[src/rtl/systolic_seq_ctrl.sv]
// Sequencer for the weight/input memory load enables and MAC gating of one MAC row.
// Each group: weight settle, K_LEN-word input stream, issue-pipe drain, result handshake.
module systolic_seq_ctrl #(
  parameter int unsigned K_LEN    = 16,
  parameter int unsigned N_GROUPS = 4,
  parameter int unsigned RD_LAT   = 2,
  parameter int unsigned GRP_W    = (N_GROUPS > 1) ? $clog2(N_GROUPS) : 1
) (
  input  logic             clk,
  input  logic             rst_n,
  input  logic             start,
  input  logic             grp_ready,
  output logic             busy,
  output logic             w_load_en,
  output logic             in_load_en,
  output logic             acc_clr,
  output logic             mac_en,
  output logic             grp_valid,
  output logic [GRP_W-1:0] grp_idx,
  output logic             done
);

  localparam int unsigned      MAX_LEN       = (K_LEN > RD_LAT) ? K_LEN : RD_LAT;
  localparam int unsigned      CNT_W         = $clog2(MAX_LEN + 1);
  localparam logic [CNT_W-1:0] K_LAST        = CNT_W'(K_LEN - 1);
  localparam logic [CNT_W-1:0] R_LAST        = CNT_W'(RD_LAT - 1);
  localparam logic [GRP_W-1:0] G_LAST        = GRP_W'(N_GROUPS - 1);
  localparam logic             ACC_CLR_FIRST = (RD_LAT == 1);

  typedef enum logic [2:0] {
    S_IDLE   = 3'd0,
    S_WFILL  = 3'd1,
    S_STREAM = 3'd2,
    S_DRAIN  = 3'd3,
    S_NEXT   = 3'd4,
    S_DONE   = 3'd5
  } state_t;

  state_t            state;
  logic [CNT_W-1:0]  cnt;
  logic [CNT_W-1:0]  cnt_inc;
  logic [RD_LAT-1:0] issue_sr;

  assign cnt_inc   = cnt + CNT_W'(1);
  assign mac_en    = issue_sr[RD_LAT-1];
  assign w_load_en = grp_valid & grp_ready;

  // Phase sequencing; outputs are loaded with the value of the state being entered.
  always_ff @(posedge clk or negedge rst_n) begin
    if (!rst_n) begin
      state      <= S_IDLE;
      cnt        <= '0;
      grp_idx    <= '0;
      busy       <= 1'b0;
      in_load_en <= 1'b0;
      acc_clr    <= 1'b0;
      grp_valid  <= 1'b0;
      done       <= 1'b0;
    end else begin
      case (state)
        S_IDLE: begin
          if (start) begin
            state   <= S_WFILL;
            cnt     <= '0;
            grp_idx <= '0;
            busy    <= 1'b1;
            acc_clr <= ACC_CLR_FIRST;
          end
        end
        S_WFILL: begin
          if (cnt == R_LAST) begin
            state      <= S_STREAM;
            cnt        <= '0;
            acc_clr    <= 1'b0;
            in_load_en <= 1'b1;
          end else begin
            cnt     <= cnt_inc;
            acc_clr <= (cnt_inc == R_LAST);
          end
        end
        S_STREAM: begin
          if (cnt == K_LAST) begin
            state      <= S_DRAIN;
            cnt        <= '0;
            in_load_en <= 1'b0;
          end else begin
            cnt <= cnt_inc;
          end
        end
        S_DRAIN: begin
          if (cnt == R_LAST) begin
            state     <= S_NEXT;
            cnt       <= '0;
            grp_valid <= 1'b1;
          end else begin
            cnt <= cnt_inc;
          end
        end
        S_NEXT: begin
          // Hold the result and the group index until downstream takes it.
          if (grp_ready) begin
            grp_valid <= 1'b0;
            cnt       <= '0;
            if (grp_idx == G_LAST) begin
              state <= S_DONE;
              done  <= 1'b1;
            end else begin
              state   <= S_WFILL;
              grp_idx <= grp_idx + GRP_W'(1);
              acc_clr <= ACC_CLR_FIRST;
            end
          end
        end
        S_DONE: begin
          state   <= S_IDLE;
          done    <= 1'b0;
          busy    <= 1'b0;
          grp_idx <= '0;
        end
        default: begin
          state      <= S_IDLE;
          cnt        <= '0;
          grp_idx    <= '0;
          busy       <= 1'b0;
          in_load_en <= 1'b0;
          acc_clr    <= 1'b0;
          grp_valid  <= 1'b0;
          done       <= 1'b0;
        end
      endcase
    end
  end

  // Issue pipe: one bit per STREAM cycle, emerging as mac_en when the read data lands.
  always_ff @(posedge clk or negedge rst_n) begin
    if (!rst_n) begin
      issue_sr <= '0;
    end else begin
      for (int i = int'(RD_LAT) - 1; i > 0; i--) begin
        issue_sr[i] <= issue_sr[i-1];
      end
      issue_sr[0] <= in_load_en;
    end
  end

endmodule

[config.mk]
export PLATFORM = sky130hd
export DESIGN_NAME = systolic_seq_ctrl
export DESIGN_NICKNAME = d
export VERILOG_FILES = /design/src/rtl/systolic_seq_ctrl.sv
export SDC_FILE = /design/constraint.sdc
export NUM_CORES = 1
export LEC_CHECK = 0
export ABC_AREA = 1
export CORE_MARGIN = 5
export CORE_UTILIZATION = 53
export DETAILED_ROUTE_END_ITERATION = 16
export PLACE_DENSITY = 0.75
export SLEW_MARGIN = 20
export SYNTH_ARGS = -nofsm -noshare
export SYNTH_HDL_FRONTEND = slang
export SYNTH_SLANG_ARGS = --single-unit
[constraint.sdc]
create_clock -name clk -period 1.6 [get_ports clk]
set_input_delay 0.16 -clock clk [delete_from_list [all_inputs] [get_ports clk]]
set_output_delay 0.16 -clock clk [all_outputs]
set_load 0.01 [all_outputs]
## Word level (Yosys, flattened, before mapping)

Index checks and enable logic that the tools add are counted.

| operators by class | value |
|---|---|
| $add $sub $neg | 2 |
| eq/ne operators | 16 |
| multiplexer cells | 31 |
| bitwise gates (word level) | 8 |
| reduce and logical (&&, ||, !) cells | 16 |

Operators by type and width:

| kind | count |
|---|---|
| $pmux W5 S5 | 1 |
| $mux W5 | 4 |
| $mux W3 | 6 |
| $reduce_or A4 Y1 | 4 |
| $pmux W3 S5 | 1 |
| $ne A2 B2 Y1 const B | 7 |
| $reduce_and A3 Y1 | 4 |
| $eq A5 B1 Y1 const B | 2 |
| $mux W1 | 10 |
| $reduce_and A4 Y1 | 2 |
| $not A1 Y1 | 7 |
| $eq A3 B2 Y1 const B | 2 |
| $eq A3 B3 Y1 const B | 2 |
| $mux W2 | 3 |
| $pmux W1 S3 | 2 |
| $pmux W2 S3 | 1 |
| $reduce_or A3 Y1 | 2 |
| $add A5 B1 Y5 const B | 1 |
| $eq A5 B4 Y1 const B | 1 |
| $reduce_and A5 Y1 | 1 |
| $pmux W1 S2 | 2 |
| $pmux W1 S4 | 1 |
| $eq A3 B1 Y1 const B | 1 |
| $logic_not A3 Y1 | 1 |
| other kinds (5) | 5 |

| word-level totals | value |
|---|---|
| register bits | 17 |
| input bits | 4 |
| output and inout port bits | 9 |
| word-level logic and storage cells | 82 |

## Depth between registers and ports, before layout

Gate-level depths: netlist of run 1.

| depth | value |
|---|---|
| depth after elaboration | 4 |
| depth in mapped cells | 10 |
| mapped depth without buffers | 10 |

## Worst setup path after synthesis of run 1

No wires, ideal clock.

| timing path | value |
|---|---|
| path type | register -> register |
| start point | reg cnt[0] |
| end point | reg state[1] |
| setup time | 0.121 ns |
| data arrival time | 1.298 ns |
| slack | 0.181 ns |
| cell stages (with the launch flop) | 11 |
| path buffers | 0 |
| path through | dfrtp_1 -> ha_1 -> nand3_1 -> inv_1 -> ha_1 -> inv_1 -> nand3_2 -> nand2_4 -> nor2_2 -> nand2_1 -> nand2_1 |

| between the ends | value |
|---|---|
| longest elaborated chain between the ends | 3 |
| elaborated cells between the ends (all ways) | 6 |
| those cells by class | eq/ne: 5; reduce/logical: 1 |

RTL lines:

| element | line | source |
|---|---|---|
| start: declaration | 40 | `logic [CNT_W-1:0] cnt;` |
| start signal: assignment | 77 | `cnt <= cnt_inc;` |
| start signal: assignment | 87 | `cnt <= cnt_inc;` |
| start signal: assignment | 96 | `cnt <= cnt_inc;` |
| $eq A5 B1 Y1 or $eq A5 B4 Y1 (tied branches) | 71, 91, 82 |  |
| $ne A2 B2 Y1 (no line) | - |  |
| $reduce_and A5 Y1 (no line) * | - |  |
| end signal: assignment | 72 | `state <= S_STREAM;` |
| end signal: assignment | 83 | `state <= S_DRAIN;` |
| end signal: assignment | 92 | `state <= S_NEXT;` |
| end: declaration | 39 | `state_t state;` |

Mark *: on every way between the ends. The rest lies on a longest branch, timed or not.
A chain may end at the register's enable or synchronous reset.

## Worst setup path after layout of run 1

| timing path | value |
|---|---|
| start point | reg cnt[1] |
| end point | reg state[1] |

The elaborated chain is that of the path after synthesis.

==> results.md, run 1 <==
- Clock latency on the worst-skew pair: roughly 0.3 ns
- P_int: ~1200 uW
- CP Launch Type: register
- Met2 Usage GRT: 27.6%
- Clock tree buffer depth: 2
- Power share of the sequential group: between 30% and 40%
- Net switching power: about 1000 uW
- CP top delay family: simple AND/OR/NAND/NOR gates
- Fin crit share: 93.5%
- DP HPWL: approximately 1500 um
- Cell variety after synth: 22
- Class of the tightest hold or removal check: in2async
- CTS clk-pin slew, worst paths: approximately 0.10 ns
- Slew Viols, Final: 0
- Max Clock Freq: approximately 670 MHz
- Mapped Cells: around 120
- First DRT Iteration DRCs: 22
- CTS resizes: 0
- PD cells: between 1500 and 2000 mW/mm^2
- Crit-path max cell delay: approximately 0.41 ns
- Clock sinks: 17
- Syn Std Cell Area: 992 um^2
- Fin nets: 150
- Max-Cap Viols: 0
- Worst setup EP type: register
- Synthesized Nets: roughly 130
- Hold Vio Cnt, Final: 0
- # hold bufs at CTS: 0
- Max H-tree Level: 1
- Starting Density: between 50% and 60%
- CTS Root Cell: clkbuf_4
- Worst-path fanout max: 7
- RSZ-0062 raised after global routing: no
- Max-slew headroom: approximately 70%
- Clock share of power: between 10 and 15%
- Syn Area/Cell: roughly 8 um^2
- Slowest CP cell: dfrtp_1
- Worst VDD drop: 1.01 mV
- GR Layer Usage met3: 2.82%
- Register bit total from synthesis: 17
- First-pass GRT wire length: between 3000 and 4000 um
- Largest net degree at the start of global routing: 18
- Overall power: between 2000 and 2500 uW
- Total CTS buffers: 3
- Layout area overhead: 18.4%
- Antenna violations before repair: 0
- Final Wtd Congestion: about 0.87
- Drt pass-1 iters: 4
- Critical path class: reg2reg
- Slew @ Worst Pin: 0.422 ns
- Vias in the first global route: 778
- I/O Pins: 13
- Critical-path cell list: ha_1 > nand3_1 > inv_1 > ha_1 > inv_1 > nand3_2 > nand2_4 > nor2_2 > nand2_1 > nand2_1
- Die area: 0.00284 mm^2
- Status: finished, final reports clean
- Layout cells sized above 1: between 10% and 20%
- Via density: 5.02
- CTS tree: built
- Sw Share: about 47%
- # setup viols final: 0
- Synth warnings: 0
- Antenna viol nets, final: 0
- GRT Max-Usage Layer: met2
- Filler cells: roughly 150
- GRT met1 Usage: around 18%
- Chip Height: approximately 53 um
- Wire per inst: roughly 11 um
- Aggregate global routing overflow: 0
- Crit path DAT: around 1.7 ns
- Crit path required time: roughly 1.8 ns
- Port buffer count: 12
- Overall via count from detail_route: around 800
- Min Tclk post-route: about 1.5 ns
- Leak pwr: ~0.00062 uW
- Skew final: between 0.0015 and 0.002 ns
- Num rows: 15
- Routed WL: 1870 um
- Seq/Total Area, Yosys: ~43%
- Gate power share: approximately 55%
- Final setup TNS: 0 ns
- Core area: about 0.0017 mm^2
- DRC violations left: 0
- WP buf/inv: 2
- Die width: about 53 um
- Number of setup buffers added after CTS: 0
- GRT Util Overall: approximately 16%
- # diodes: 0
-- metal layers --
metal / vias up / wire length (um)
met5: - / 0
met4: 0 / 33
met3: 2 / 88
met2: 20 / 886
met1: 373 / 861
li1: 428 / -
-- power by group through the flow --
stage	registers [uW]	clock network (uW)	logic (uW)
CTS	763	250	1210
floorplan	750	0	866
detailed placement	771	0	1200
global placement	766	0	1190
global route	789	264	1340
finish	762	236	1190
-- stage by stage --
stage / instance area [um^2] / hold WS, ns / cells / setup slack [ns] / util (%)
after floorplan: 992 / -0.136 / 122 / 0.181 / -
after global placement: 1150 / 0.336 / 160 / 0.123 / 65.7
after detailed placement: 1150 / 0.347 / 160 / 0.113 / 65.7
after CTS: 1170 / 0.180 / 164 / 0.0950 / 67.3
after global routing: 1170 / 0.195 / 164 / 0.00380 / 67.3
final: 1170 / 0.175 / 164 / 0.104 / 67.3
-- cell usage in the layout (no fill, tap or decap), drive strengths merged --
cell type | synthesis | layout
clkdlybuf4s50 | 0 | 12
o21bai | 2 | 2
buf | 1 | 2
inv | 17 | 17
nand2 | 35 | 35
dfrtp | 17 | 17
o211ai | 1 | 1
nand3 | 10 | 10
nand3b | 2 | 2
clkbuf | 0 | 3
o21ai | 11 | 11
clkinv | 0 | 1
ha | 6 | 6
a21oi | 3 | 3
xor2 | 2 | 2
nor2 | 15 | 15
-- synth_stat cells --
| cell type | number | area share (%) |
|---|---|---|
| nand2_4 | 1 | 1.1 |
| o21ai_0 | 8 | 4.0 |
| inv_1 | 14 | 5.3 |
| o21bai_1 | 2 | 1.5 |
| nand3b_1 | 1 | 0.76 |
| xor2_1 | 2 | 1.8 |
| buf_6 | 1 | 1.1 |
| nand3_1 | 9 | 4.5 |
| dfrtp_1 | 17 | 43 |
| a21oi_1 | 3 | 1.5 |
| o21ai_2 | 2 | 1.8 |
| nand3_2 | 1 | 1.0 |
| o21ai_1 | 1 | 0.50 |
| ha_1 | 6 | 7.6 |
| nor2_4 | 2 | 2.3 |
| nor2_2 | 3 | 1.9 |
| o211ai_1 | 1 | 0.76 |
| nand2_2 | 3 | 1.9 |
| nor2_1 | 10 | 3.8 |
| inv_2 | 3 | 1.1 |
| nand2_1 | 31 | 12 |
| nand3b_2 | 1 | 1.1 |
-- state kept, by name, indices dropped and copies added (netlist names) --
name and count:
in_load_en 1, busy 1, done 1, grp_idx 2, grp_valid 1, issue_sr 2, cnt 5, acc_clr 1
state 3
-- cell type report --
class	count	area (um^2)	area share, %
inverter	17	63.8	5.43
sequential	17	425	36.2
multi-input combinational	87	492	41.9
clock buffer	3	22.5	1.92
clock inverter	1	5.00	0.426
tap	25	31.3	2.66
timing repair buffer	14	135	11.5
-- final timing paths --
| kind | start | slack [ns] | depth (start not counted) | end |
|---|---|---|---|---|
| setup reg to reg | cnt[1] | 0.10 | 10 | state[1] |
| min in group clk | issue_sr[0] | 0.37 | 0 | issue_sr[1] |
| hold reg to reg | issue_sr[0] | 0.37 | 0 | issue_sr[1] |
| max in group asynchronous | rst_n | 1.24 | 2 | issue_sr[0] |
| setup / recovery | cnt[1] | 0.10 | 10 | state[1] |
| hold / removal | rst_n | 0.18 | 2 | done |
-- worst reg2reg max path, stage by stage, from the launching register on --
cell	delay, ns
dfrtp_1	0.41
ha_1	0.21
nand3_1	0.11
inv_1	0.05
ha_1	0.16
inv_1	0.06
nand3_2	0.10
nand2_4	0.12
nor2_2	0.05
nand2_1	0.06
nand2_1	0.05
-- logic make-up (layout without fill, tap and decap cells) --
family          after synthesis  count (layout)  synth area share (%)
fa+ha+maj                     6               6                  7.57
simple gates                 62              62                  30.1
buf+inv                      18              35                  7.57
compound gates               17              17                  10.1
xor+xnor                      2               2                  1.77
flops                        17              17                  42.9
(Power assumes the default switching activity.)
==> inputs of run 2 (changes only) <==
--- a/config.mk
+++ b/config.mk
@@ -9,5 +9,7 @@
 export CORE_MARGIN = 5
-export CORE_UTILIZATION = 53
+export CORE_UTILIZATION = 56
+export CTS_BUF_LIST = sky130_fd_sc_hd__clkbuf_8
 export DETAILED_ROUTE_END_ITERATION = 16
-export PLACE_DENSITY = 0.75
+export PLACE_DENSITY = 0.79
+export SKIP_LAST_GASP = 1
 export SLEW_MARGIN = 20
==> constraint.sdc (replaced) <==
create_clock -name clk -period 1.6 [get_ports clk]
set_input_delay 0.32 -clock clk [delete_from_list [all_inputs] [get_ports clk]]
set_output_delay 0.32 -clock clk [all_outputs]
set_load 0.01 [all_outputs]
==> run 2 against run 1 <==
- critical path depth is 9 lower
- largest power group unchanged
- critical endpoint is now grp_idx[0]
- register-to-register slack barely moved
- critical path type is now reg2out
- sequential power up 2%
- non-clock buffer count unchanged
==> results.md, run 2 (synthesis gave the netlist of run 1 again) <==
- Antenna violations before repair: 0 (unchanged)
- WP buf/inv: 1 (-1)
- Class of the tightest hold or removal check: reg2reg
- Via density: 5.20 (+3.5%)
- Top flop regs: cnt (5), state (3)
- CTS tree: built
- Commonest non-fill, non-tap cells in the layout: nand2_1 (31), dfrtp_1 (17), inv_1 (14)
- Die area: 0.00271 mm^2 (-4.4%)
- DP HPWL: 1550 um (+5.5%)
- Fin crit share: 97.0% (+3.5 points)
- Critical-path cell list: clkdlybuf4s50_1
- Port buffer count: 12 (unchanged)
- Most common library cell in the layout ignoring fill and taps: nand2_1
- Final worst setup slack: 0.0475 ns (-0.0560 ns)
- Crit path DAT: 1.23 ns (-0.46 ns)
- Filler cells: 141 (-7.8%)
- Wire per inst: 12.5 um (+9.6%)
- Slowest CP cell: clkdlybuf4s50_1
- Slew @ Worst Pin: 0.430 ns (+0.00791 ns)
- Clock tree buffer depth: 2 (unchanged)
- First-pass GRT wire length: 3640 um (+12%)
- GRT Util Overall: 18.6% (+2.7 points)
- Layout cells sized above 1: 17.3% (+1.4 points)
- Crit-path max cell delay: 0.57 ns (+0.16 ns)
- Vias in the first global route: 821 (+5.5%)
- Max reg flops: 5 (unchanged)
- Area of the multi-input gates: 499 um^2 (+1.5%)
- Fin nets: 150 (unchanged)
- First DRT Iteration DRCs: 31 (+41%)
- Clock latency on the worst-skew pair: 0.26 ns (-0.04 ns)
- Final setup TNS: 0 ns (unchanged)
- Die width: 52.1 um (-2.2%)
- # setup viols final: 0 (unchanged)
- Routed WL: 2050 um (+9.6%)
- Drt pass-1 iters: 4 (unchanged)
- FF/Latch Area: 425 um^2 (unchanged)
- CP top delay family: buffers and inverters
- Core Util, Final: 70.3% (+2.9 points)
- Layout area overhead: 20.9%
- Worst setup EP type: primary output
- Aggregate global routing overflow: 0 (unchanged)
- I/O Pins: 13 (unchanged)
- Overall via count from detail_route: 852 (+3.5%)
- CTS clk-pin slew, worst paths: 0.07 ns (-0.03 ns)
- Number of setup buffers added after CTS: 0 (unchanged)
- Slew Viols, Final: 0 (unchanged)
- Met1 Wirelength: 909 um (+5.6%)
- Metal3 WL: 95 um (+8.0%)
- Min Tclk post-route: 1.55 ns (+0.0560 ns)
- CTS Root Cell: clkbuf_8
- Routed met2 length: 998 um (+13%)
- Final Wtd Congestion: 0.831 (-4.7%)
- Max Clock Freq: 644 MHz (-3.6%)
- Max-Cap Viols: 0 (unchanged)
- Starting Density: 58.1% (+1.2 points)
- Hold Vio Cnt, Final: 0 (unchanged)
- Register with the most flip-flops: cnt
- Worst VDD drop: 1.11 mV (+9.8%)
- Max-slew headroom: 71.3% (-0.53 points)
- Num rows: 15 (unchanged)
- Largest net degree at the start of global routing: 18 (unchanged)
- Chip Height: 52.1 um (-2.2%)
- Crit path required time: 1.28 ns (-0.52 ns)
- Worst hold slack: 0.357 ns (+0.182 ns)
- CP Launch Type: register
- PD cells: 1920 mW/mm^2 (+2.7%)
- Worst-path fanout max: 4 (-3)
- Skew final: 0.00124 ns (-0.000573 ns)
- Leak pwr: 0.000629 uW (+1.6%)
- Max H-tree Level: 1 (unchanged)
- Top Layer Used: met4
- Total CTS buffers: 3 (unchanged)
- Setup Slack @ Placement: -0.149 ns (-0.262 ns)
- Clock sinks: 17 (unchanged)
- Core area: 0.00171 mm^2 (-2.2%)
- Antenna viol nets, final: 0 (unchanged)
- # diodes: 0 (unchanged)
- DRC violations left: 0 (unchanged)
- RSZ-0062 raised after global routing: no
- Status: finished, final reports clean
- Critical path class: reg2out
==> run 2: changes by cell type in the layout (fill, tap and decap cells not counted) <==
cell | previous run | this run
ha_1 | 6 | 5
nand3_2 | 1 | 2
dlygate4sd2_1 | 0 | 1
clkbuf_4 | 3 | 0
clkdlybuf4s50_1 | 12 | 11
clkbuf_8 | 0 | 3
nand3_1 | 9 | 8
ha_2 | 0 | 1
==> run 2: per-stage QoR <==
step                cell area [um^2]  power, uW  cells
detailed placement              1150       1970    160
floorplan                        992       1620    122
CTS                             1190       2310    164
finish                          1200       2300    164
global route                    1200       2520    164
global placement                1150       1930    160
==> run 2: final cells by class <==
cell class / instances / area share, %
repair buffers: 14 / 11.2
well taps: 25 / 2.61
multi-input cells: 87 / 41.6
inverters: 17 / 5.32
clock buffers: 3 / 3.44
clock inverters: 1 / 0.417
flip-flops and latches: 17 / 35.5
==> run 2: what timing repair did <==
action	CTS	global route
hold buffers	0	0
endpoints found under the setup margin	1	7
pin swaps	0	2
gates resized for setup	1	2
==> run 2: metal layers <==
metal / vias to the layer above / track usage, %
met5: - / 0
met4: 0 / 11.8
met3: 5 / 4.01
met2: 29 / 27.2
met1: 399 / 24.5
li1: 419 / -
==> run 2: final timing paths <==
kind / from / end / slack, ns / cells after the start
max: grp_idx[0] / grp_idx[0] / 0.05 / 1
min: issue_sr[0] / issue_sr[1] / 0.36 / 0
max reg2reg: cnt[0] / state[0] / 0.11 / 10
min reg2reg: issue_sr[0] / issue_sr[1] / 0.36 / 0
max in group asynchronous: rst_n / issue_sr[1] / 1.03 / 2
min in group asynchronous: rst_n / cnt[0] / 0.38 / 2
==> run 2: power by group <==
group          leakage (uW)  internal [uW]  total (uW)  switching [uW]
clock             0.0000255            173         330             157
sequential         0.000220            594         780             185
combinational      0.000384            469        1190             721
total              0.000629           1240        2300            1060
==> variant 1 (config.mk and constraints of run 1) <==
The 6 states of `state_t` get a one-hot encoding in 6 bits.
--- a/src/rtl/systolic_seq_ctrl.sv
+++ b/src/rtl/systolic_seq_ctrl.sv
@@ -28,11 +28,11 @@
   localparam logic             ACC_CLR_FIRST = (RD_LAT == 1);
 
-  typedef enum logic [2:0] {
-    S_IDLE   = 3'd0,
-    S_WFILL  = 3'd1,
-    S_STREAM = 3'd2,
-    S_DRAIN  = 3'd3,
-    S_NEXT   = 3'd4,
-    S_DONE   = 3'd5
+  typedef enum logic [5:0] {
+    S_IDLE   = 6'b000001,
+    S_WFILL  = 6'b000010,
+    S_STREAM = 6'b000100,
+    S_DRAIN  = 6'b001000,
+    S_NEXT   = 6'b010000,
+    S_DONE   = 6'b100000
   } state_t;
 
Function: same outputs for any inputs over 10 cycles, from zero or initial values and one cycle with rst_n low; not proved beyond that.
==> variant 1 against run 1 <==
The flow now finishes with violations (setup timing); sequential cell count is 3 higher; fmax is 11% lower; cell count up 34%; cell area is 36% higher; wire length up 60%; first-iteration DRC count grew to 2.5 times the old value; via count increased by 44%; setup slack worse by 0.19 ns; synthesized area grew 29%; count of clock-buffer cells in the layout stayed put; power up 8.9%; largest cell class unchanged; largest power group unchanged; highest routed layer unchanged.
==> variant 1: results (changes against run 1) <==
[global_routing] grt met1 use 25.54% [+7.0 points]
[place] worst setup timing slack at the placement stage 0.03443 ns [-0.07823 ns]
[yosys] number of distinct library cells after synthesis 20 [-9.1%]
[routing] DR iter-0 viols 56 [+150%]
[sta] count of endpoints failing setup in the final report 6 [+6]
[global_routing] met3 Resource Use GR 3.268% [+0.45 points]
[sta] pin slew with the least headroom to its limit 0.2915 ns [-0.1309 ns]
[pwr] worst vdd ir 1.075 mV [+6.3%]
[pwr] proportion of power drawn by combinational gates 52.2% [-2.3 points]
[cts] clock-pin transition on the worst setup and hold timing paths 0.12 ns [+0.02 ns]
[setup_path] largest stage delay on the critical path 0.43 ns [+0.02 ns]
[setup_path] terminus of the critical flop-to-flop path state[5]
[outcome] violations in the final reports setup timing
[finish] register with the most flip-flops state
[global_routing] met2 track demand over resource in global routing 28.55% [+1.0 points]
[pwr] leakage power of the design 0.8741 nW [+41%]
[yosys] register area share after synthesis 39.20% [-3.7 points]
[finish] number of fill cells 178 [+16%]
[place] Detail Placement HPWL 2128 µm [+45%]
[sta] final setup skew 0.007149 ns [+0.005331 ns]
[sta] post-layout worst setup margin -0.08204 ns [-0.1856 ns]
[yosys] list of most frequent post-synthesis cells sky130_fd_sc_hd__nand2_1, sky130_fd_sc_hd__inv_1, sky130_fd_sc_hd__dfrtp_1, sky130_fd_sc_hd__nor2_1, sky130_fd_sc_hd__nand3_1
[setup_path] data arrival time at the worst-slack endpoint 1.93 ns [+0.24 ns]
[finish] biggest regs state (6), cnt (5)
[sta] Post-Route Setup TNS -0.2682 ns [-0.2682 ns]
[outcome] outcome complete, but fails checks
[pwr] Clock net power 420 µW [+78%]
[finish] fraction of final layout cells with drive strength greater than 1 22.92% [+7.1 points]
[pwr] Clk pwr share 17.6% [+6.8 points]
[routing] via count 1,186 [+44%]
[yosys] post-synth net total 178 [+35%]
[yosys] fraction of the mapped netlist area in compound gates 4.203% [-5.9 points]
[yosys] xor-xnor portion of the synthesized cell area 0.6843% [-1.1 points]
-- variant 1: changes by cell type in the layout (fill, tap and decap cells not counted), sizes merged, moves of 5 or more --
cell,delta
nor2,+9
nand4,+7
buf,+6
o21ai,-5
nand3,+6
inv,+11
nand2,+19
-- variant 1: metal layers --
metal | wire (µm) | vias up
met1 | 1333 | 553
met3 | 193 | 11
met5 | 0 | -
li1 | - | 576
met2 | 1394 | 46
met4 | 61 | 0
-- variant 1: per-stage QoR --
stage / instances / hold WS [ns] / utilization [%]
after floorplan: 168 / -0.1356 / -
after global placement: 211 / 0.3440 / 64.65
after detailed placement: 211 / 0.3418 / 64.65
after CTS: 215 / 0.1786 / 66.98
after global routing: 220 / 0.1765 / 71.03
final: 220 / 0.1726 / 71.03
-- variant 1: layout make-up --
cell class | count | area share [%]
multi-input combinational | 120 | 44.84
sequential | 20 | 31.33
timing repair buffer | 20 | 11.48
inverter | 28 | 6.875
tap | 28 | 2.187
clock inverter | 1 | 1.875
clock buffer | 3 | 1.406
==> variant 2 (config.mk and constraints of run 1) <==
Without the edit above. Set the parameter `RD_LAT` to 4 (it was 2).
--- a/src/rtl/systolic_seq_ctrl.sv
+++ b/src/rtl/systolic_seq_ctrl.sv
@@ -4,5 +4,5 @@
   parameter int unsigned K_LEN    = 16,
   parameter int unsigned N_GROUPS = 4,
-  parameter int unsigned RD_LAT   = 2,
+  parameter int unsigned RD_LAT   = 4,
   parameter int unsigned GRP_W    = (N_GROUPS > 1) ? $clog2(N_GROUPS) : 1
 ) (
Check against the original RTL: not equivalent (Yosys sat finds a counterexample within 4 cycles, from zero or initial values and one cycle with rst_n low).
==> variant 2 against run 1 <==
Sequential cell count increased by 2; wire length increased by 11%; setup slack improved by 0.017 ns; critical path depth decreased by 1; count of clock-buffer cells in the layout increased by 1; synthesized area increased by 9.8%; power increased by 16%; cell area increased by 11%; via count increased by 8.1%; critical endpoint unchanged.
==> variant 2: results (changes against run 1) <==
[place] buffers added on ports 12 [unchanged]
[cts] later-pin clock latency in the skew report 0.29 ns
[pwr] switching component of the power 1.162 mW [+14%]
[place] worst setup timing slack at the placement stage -0.009863 ns [-0.1225 ns]
[setup_path] data arrival time at the worst-slack endpoint 1.67 ns [-0.02 ns]
[global_routing] number of global-route vias before repair 870 [+12%]
[global_routing] maximum number of pins on one net before global-route repair 20 [+2]
[yosys] ranking of synthesized cells by area sky130_fd_sc_hd__dfrtp_1, sky130_fd_sc_hd__nand2_1, sky130_fd_sc_hd__inv_1
[worst_hold_path] type of the worst min-delay path input port to asynchronous set/reset pin
[global_routing] antenna violations before repair 0 [unchanged]
[yosys] xor-xnor portion of the synthesized cell area 1.607% [-0.16 points]
[place] Detail Placement HPWL 1558 µm [+5.8%]
[global_routing] global-route total usage across every layer 14.93% [-0.94 points]
[routing] overall routed net length 2068 µm [+11%]
[sta] final setup skew 0.005493 ns [+0.003676 ns]
[finish] fin nets 160 [+6.7%]
[yosys] adder-cell share of the synthesized area 5.741% [-1.8 points]
[yosys] fraction of the mapped netlist area in compound gates 9.070% [-1.0 points]
[place] total placed instance area 1236 µm² [+7.7%]
[pwr] Internal Pwr Total 1.378 mW [+18%]
[finish] number of fill cells 170 [+11%]
[routing] via-per-instance ratio 5.028 [+0.20%]
[finish] final standard cell count with taps included and fillers excluded 177 [+7.9%]
[setup_path] highest net fanout along the worst path 4 [-3]
[cts] root cell of the clock tree sky130_fd_sc_hd__clkbuf_4
[yosys] Avg Synthesized Cell Area 8.319 µm² [+2.3%]
[yosys] ys async rst share 100.0% [unchanged]
[finish] fraction of final layout cells with drive strength greater than 1 17.33% [+1.5 points]
[finish] biggest regs cnt (5), issue_sr (4), state (3)
[yosys] register area share after synthesis 43.63% [+0.75 points]
[pwr] leakage power of the design 0.6520 nW [+5.3%]
[place] routability congestion estimate from global placement 0.8960 [+2.7%]
[global_routing] first-pass GRT wire length 3767 µm [+16%]
[outcome] outcome complete, no violations
[yosys] post-synth net total 140 [+6.1%]
[sta] pin slew with the least headroom to its limit 0.4224 ns [-0.00004745 ns]
[place] cell count after placement 170 [+6.3%]
[yosys] list of most frequent post-synthesis cells sky130_fd_sc_hd__nand2_1, sky130_fd_sc_hd__inv_1, sky130_fd_sc_hd__dfrtp_1, sky130_fd_sc_hd__nor2_1, sky130_fd_sc_hd__nand3_1
[routing] DR iter-0 viols 15 [-32%]
[pwr] worst vdd ir 1.154 mV [+14%]
[yosys] number of distinct library cells after synthesis 24 [+9.1%]
[variant 2: power by group through the flow]
| stage | logic [mW] | registers [mW] | clock network [mW] |
|---|---|---|---|
| floorplan | 1.00 | 0.855 | 0 |
| global placement | 1.31 | 0.879 | 0 |
| detailed placement | 1.35 | 0.890 | 0 |
| CTS | 1.36 | 0.879 | 0.247 |
| global route | 1.61 | 0.904 | 0.273 |
| finish | 1.43 | 0.878 | 0.237 |
[variant 2: kinds of logic after synthesis]
logic type,after synthesis
adders and majority gates,5
buffers and inverters,25
and+or+nand+nor,64
xor gates and xnor gates,2
DFF,19
AOI/OAI and AO/OA,16
[variant 2: layout make-up]
type / instances / area share [%]
multi-input combinational: 87 / 40.10
sequential: 19 / 36.54
timing repair buffer: 17 / 12.12
inverter: 23 / 6.635
tap: 27 / 2.596
clock buffer: 4 / 2.019
[variant 2: critical path: stages, from the launching register on]
cell                      delay (ns)
sky130_fd_sc_hd__dfrtp_1        0.38
sky130_fd_sc_hd__ha_2           0.19
sky130_fd_sc_hd__inv_1          0.06
sky130_fd_sc_hd__nor3_2         0.14
sky130_fd_sc_hd__ha_1           0.18
sky130_fd_sc_hd__inv_1          0.06
sky130_fd_sc_hd__nand4_4        0.12
sky130_fd_sc_hd__nand3_2        0.11
sky130_fd_sc_hd__nand2_1        0.07
sky130_fd_sc_hd__nand2_1        0.05
[variant 2: worst paths after layout]
check,from,to,slack (ns),depth (start not counted)
setup / recovery,cnt[1],state[1],0.12,9
hold / removal,rst_n,state[2],0.20,2
setup reg to reg,cnt[1],state[1],0.12,9
hold reg to reg,issue_sr[0],issue_sr[1],0.36,0
max in group asynchronous,rst_n,cnt[2],1.20,2
min in group clk,issue_sr[0],issue_sr[1],0.36,0
[variant 2: per-stage QoR]
step | TNS [ns] | hold slack [ns] | util, %
after floorplan | 0 | -0.1356 | -
after global placement | 0 | 0.3376 | 63.01
after detailed placement | -0.009863 | 0.3365 | 63.01
after CTS | 0 | 0.1971 | 64.60
after global routing | 0 | 0.2073 | 66.33
final | 0 | 0.1954 | 66.33
[variant 2: timing repair]
action                     4_1_cts  5_1_grt
setup endpoints to repair        4        8
pin swaps                        0        0
buffers inserted                 0        3
gates resized for setup          1        2
[variant 2: layer usage]
layer  global-route usage, %  part of all wire (%)
met3                   4.196                   4.4
met2                   24.49                    48
met1                   18.71                    46
met5                       0                     0
met4                   5.208                   1.4
